--- config.mk ---
export PLATFORM = sky130hd
export DESIGN_NAME = grid_clear_ctrl
export DESIGN_NICKNAME = d
export VERILOG_FILES = /design/src/rtl/grid_clear_ctrl_pkg.sv /design/src/rtl/grid_clear_ctrl_row_full_detect.sv /design/src/rtl/grid_clear_ctrl.sv
export SDC_FILE = /design/constraint.sdc
export NUM_CORES = 1
export LEC_CHECK = 0
export ABC_AREA = 1
export ABC_CLOCK_PERIOD_IN_PS = 4630
export CORE_MARGIN = 8
export CORE_UTILIZATION = 30
export CTS_BUF_LIST = sky130_fd_sc_hd__clkbuf_4 sky130_fd_sc_hd__clkbuf_8 sky130_fd_sc_hd__clkbuf_16
export DETAILED_ROUTE_END_ITERATION = 6
export PLACE_DENSITY = 0.51
export RECOVER_POWER = 100
export SYNTH_ARGS = -nofsm -noshare
export SYNTH_HDL_FRONTEND = slang
export SYNTH_HIERARCHICAL = 1
export SYNTH_SLANG_ARGS = --single-unit
--- constraint.sdc ---
create_clock -name clk -period 4.63 [get_ports clk]
set_clock_uncertainty 0.1 [all_clocks]
set_input_delay 0.6945 -clock clk [delete_from_list [all_inputs] [get_ports clk]]
set_output_delay 0.6945 -clock clk [all_outputs]
set_load 0.02 [all_outputs]
--- src/rtl/grid_clear_ctrl_pkg.sv ---
// grid_pkg: shared geometry, state encoding and row slice positions for the
// 4x3 occupancy grid. Row 0 is the top row and sits in the low nibble.
package grid_pkg;

  localparam int ROWS   = 3;
  localparam int COLS   = 4;
  localparam int GRID_W = ROWS * COLS;

  // Bit offset of each row inside the flat grid vector
  localparam int ROW0_LSB = 0;
  localparam int ROW1_LSB = COLS;
  localparam int ROW2_LSB = 2 * COLS;

  typedef enum logic [1:0] {
    IDLE  = 2'd0,
    CHECK = 2'd1,
    CLEAR = 2'd2,
    DONE  = 2'd3
  } state_t;

endpackage

--- src/rtl/grid_clear_ctrl_row_full_detect.sv ---
// row_full_detect: combinational full-row finder.
//   ain [11:0] : grid contents (row 0 = [3:0], row 2 = [11:8])
//   f   [2:0]  : one-hot full row, top row has priority; 000 when none full
module row_full_detect
  import grid_pkg::*;
(
  input  logic [GRID_W-1:0] ain,
  output logic [ROWS-1:0]   f
);

  always_comb begin
    f = '0;
    if (&ain[ROW0_LSB +: COLS])      f = 3'b001;
    else if (&ain[ROW1_LSB +: COLS]) f = 3'b010;
    else if (&ain[ROW2_LSB +: COLS]) f = 3'b100;
  end

endmodule

--- src/rtl/grid_clear_ctrl.sv ---
// grid_clear_ctrl: sole owner of the 4x3 occupancy grid. Accepts placements
// over valid/ready, rejects overlapping masks, then removes full rows one at
// a time (top row first), collapsing the rows above each removed row.
//   clk, reset     : clock, synchronous active-high reset
//   place_valid    : placement request
//   place_mask     : cells to occupy, same layout as grid
//   place_ready    : high only in IDLE
//   grid           : current occupancy (row 0 top = [3:0])
//   collision      : one-cycle pulse, accepted mask overlapped the grid
//   done           : one-cycle pulse, placement and all clears finished
//   cleared_count  : rows removed by the last completed placement
//   score          : saturating total of rows cleared since reset
module grid_clear_ctrl
  import grid_pkg::*;
#(
  parameter int SCORE_W = 8
) (
  input  logic                clk,
  input  logic                reset,
  input  logic                place_valid,
  input  logic [GRID_W-1:0]   place_mask,
  output logic                place_ready,
  output logic [GRID_W-1:0]   grid,
  output logic                collision,
  output logic                done,
  output logic [1:0]          cleared_count,
  output logic [SCORE_W-1:0]  score
);

  state_t              state, state_n;
  logic [ROWS-1:0]     f;
  logic [ROWS-1:0]     flat;
  logic [1:0]          count;
  logic [GRID_W-1:0]   grid_clr;
  logic [SCORE_W:0]    score_sum;
  logic                accept;

  row_full_detect u_detect (
    .ain (grid),
    .f   (f)
  );

  assign place_ready = (state == IDLE);
  assign accept      = place_valid && place_ready;
  assign score_sum   = {1'b0, score} + (SCORE_W + 1)'(count);

  // Drop the latched row: rows below it keep their place, rows above move
  // down by one, and the top row is refilled with zeros.
  always_comb begin
    grid_clr = grid;
    unique case (flat)
      3'b001:  grid_clr = {grid[ROW2_LSB +: COLS], grid[ROW1_LSB +: COLS], 4'h0};
      3'b010:  grid_clr = {grid[ROW2_LSB +: COLS], grid[ROW0_LSB +: COLS], 4'h0};
      3'b100:  grid_clr = {grid[ROW1_LSB +: COLS], grid[ROW0_LSB +: COLS], 4'h0};
      default: grid_clr = grid;
    endcase
  end

  always_comb begin
    state_n = state;
    unique case (state)
      IDLE:    if (accept && ((place_mask & grid) == '0)) state_n = CHECK;
      CHECK:   state_n = (f != '0) ? CLEAR : DONE;
      CLEAR:   state_n = CHECK;
      DONE:    state_n = IDLE;
      default: state_n = IDLE;
    endcase
  end

  // done, cleared_count and score are loaded on the CHECK->DONE edge so the
  // registered values coincide with the DONE cycle.
  always_ff @(posedge clk) begin
    if (reset) begin
      state         <= IDLE;
      grid          <= '0;
      flat          <= '0;
      count         <= '0;
      score         <= '0;
      cleared_count <= '0;
      done          <= 1'b0;
      collision     <= 1'b0;
    end else begin
      state     <= state_n;
      done      <= 1'b0;
      collision <= 1'b0;
      unique case (state)
        IDLE: begin
          if (accept) begin
            if ((place_mask & grid) != '0) begin
              collision <= 1'b1;
            end else begin
              grid  <= grid | place_mask;
              count <= '0;
            end
          end
        end
        CHECK: begin
          if (f != '0) begin
            flat <= f;
          end else begin
            done          <= 1'b1;
            cleared_count <= count;
            score         <= score_sum[SCORE_W] ? '1 : score_sum[SCORE_W-1:0];
          end
        end
        CLEAR: begin
          grid  <= grid_clr;
          count <= count + 2'd1;
        end
        default: ;
      endcase
    end
  end

endmodule

==> impl_metrics.json <==
{
  "start_util_pct": 30.4,
  "yosysWarningCount": 6,
  "wl_per_cell_um": 12.2,
  "ys_types": 30,
  "drc_errors": 0,
  "hold_viol": 0,
  "tns_ns": 0,
  "clock_sinks": 31,
  "grt_pass1_vias": 1582,
  "grt_first_pass_wirelength_um": 7430,
  "gr-total-overflow": 0,
  "area_growth_pct": 31.8,
  "h-tree-depth": 2,
  "ant_nets": 0,
  "num_vias": 1586,
  "status": "complete, no violations",
  "cts_root_buf": "clkbuf_8",
  "synth_area_leaders": "dfxtp_1, nand2_1, o21ai_0, a21oi_1, nand3_1",
  "ctsHoldBuffers": 0,
  "slew_headroom_pct": 47.4,
  "ys_ff_latch": 31,
  "cts_tree": "built",
  "worstMarginPinSlew_ns": 0.787,
  "max-vdd-ir-drop_uv": 161,
  "wl_um": 4270,
  "n_fill_cell": 582,
  "synth_area_um2": 1630,
  "min_period_over_period_pct": 56.5,
  "worstPathRequired_ns": 4.76,
  "ys_seq_area_share_pct": 38.0,
  "critPathArrivalTime_ns": 2.74,
  "clockBufferDepth": 2,
  "die_w_um": 89.8,
  "cts-buffers-inserted": 5,
  "pin_count": 40,
  "critPathKind": "reg -> reg",
  "finish.instance_area_um2": 2150,
  "setup_viol": 0,
  "core_area_um2": 5370,
  "die-area_um2": 8060,
  "io_buffers": 39,
  "cp_max_fo": 12,
  "rsz0062_at_grt": "no",
  "yosysTopAreaCellShare_pct": 38.0,
  "start_kind": "register",
  "leakagePower_nw": 0.922,
  "synth_top_cell_by_area": "dfxtp_1",
  "grt_max_degree": 19,
  "cts.clk_slew.worst_paths_ns": 0.08,
  "first_pass_iters": 5,
  "syn_inst": 237,
  "antenna_found_initial": 0,
  "maxCapViolations": 0,
  "fmax_ghz": 0.382,
  "dp_hpwl_um": 3270,
  "clk_latency_ns": 0.29,
  "n_antenna_cell": 0,
  "syn-num-nets": 255,
  "hold_class": "reg -> reg",
  "grt.total_usage_pct": 10.9,
  "drt_iter0_markers": 62,
  "slew_violations": 0,
  "period_needed_ns": 2.62,
  "via_per_inst": 4.52,
  "power_density_nw_per_um2": 524,
  "end_kind": "register",
  "final_common_cell": "nand2_1",
  "gp_congestion": 0.780,
  "postSynthAreaPerCell_um2": 6.89,
  "cts_resized": 0,
  "dpl-instance-area_um2": 2080,
  "die_height_um": 89.8,
  "fin_nets": 296,
  "cts_setup_buffers": 0,
  "layout_common_cells": "nand2_1, dfxtp_1, nor2_1, dlygate4sd3_1, inv_1",
  "fp-row-count": 27,
  "drive_above_1_share_pct": 7.17
}
-- metal layers --
metal	vias to the layer above	routed length [um]	track usage, %
met3	5	227	3.82
met4	0	39	2.96
met1	700	2050	13.1
li1	848	-	-
met5	-	0	0
met2	33	1950	18.0
-- final timing paths --
check	from	endpoint	slack, ns	cells after the start
min	flat[0]	flat[0]	0.37	2
max	grid[0]	score[7]	2.01	11
max reg2reg	grid[0]	score[7]	2.01	11
min reg2reg	flat[0]	flat[0]	0.37	2
-- report_power, final --
| part | internal [W] | leakage [nW] | switching, W |
|---|---|---|---|
| Clock | 0.000135 | 0.0505 | 0.000106 |
| Combinational | 0.000180 | 0.618 | 0.000316 |
| Sequential | 0.000329 | 0.253 | 0.0000625 |
-- worst max-delay path, stage by stage, from the launching register on --
cell and delay (ns):
dfxtp_1 0.38, nand2_1 0.10, nor2_1 0.22, nor3_1 0.11
nor2_1 0.10, nand2_1 0.11, nor2_1 0.63, nand2_1 0.20
nor2_1 0.24, nand3_1 0.10, a21oi_1 0.12, and2_1 0.13
-- registers in the layout (all words and copies together) (netlist names) --
| signal | flops |
|---|---|
| done | 1 |
| count | 2 |
| grid | 12 |
| collision | 1 |
| cleared_count | 2 |
| flat | 3 |
| score | 8 |
| state | 2 |
-- final cells by class --
class	count	area (um^2)	area share, %
clock buffer	7	96.3	4.47
clock inverter	1	7.51	0.349
inverter	31	116	5.40
multi-input combinational	170	832	38.6
sequential	31	621	28.8
tap	72	90.1	4.18
timing repair buffer	39	390	18.1
-- logic make-up (layout without fill, tap and decap cells) --
| logic type | count (synthesis) | count (layout) | synth area share [%] |
|---|---|---|---|
| compound gates | 45 | 45 | 14.3 |
| xor+xnor | 4 | 4 | 2.14 |
| fa+ha+maj | 3 | 3 | 2.76 |
| buf+inv | 36 | 78 | 8.96 |
| flops | 31 | 31 | 38.0 |
| simple gates | 118 | 118 | 33.8 |
-- per-stage QoR --
stage | hold WS, ns | utilization, % | instances | setup WS [ns] | power (W)
CTS | 0.369 | 40.7 | 351 | 2.17 | 0.00118
global placement | 0.359 | 38.8 | 343 | 1.88 | 0.000937
detailed placement | 0.359 | 38.8 | 343 | 1.88 | 0.000933
global route | 0.392 | 40.1 | 351 | 1.70 | 0.00123
floorplan | 0.343 | - | 237 | 2.80 | 0.000735
finish | 0.370 | 40.1 | 351 | 2.01 | 0.00113
-- cells in the mapped netlist, drive strengths merged --
library cell,n
clkbuf,2
nand4,3
o21ai,21
dfxtp,31
buf,3
clkinv,1
nor3,4
xor2,3
nor2,30
xnor2,1
and2,1
fa,1
a211oi,1
a21oi,21
o22ai,1
a31oi,1
nand3,20
ha,2
inv,30
nand2,60
(Power assumes the default switching activity.)
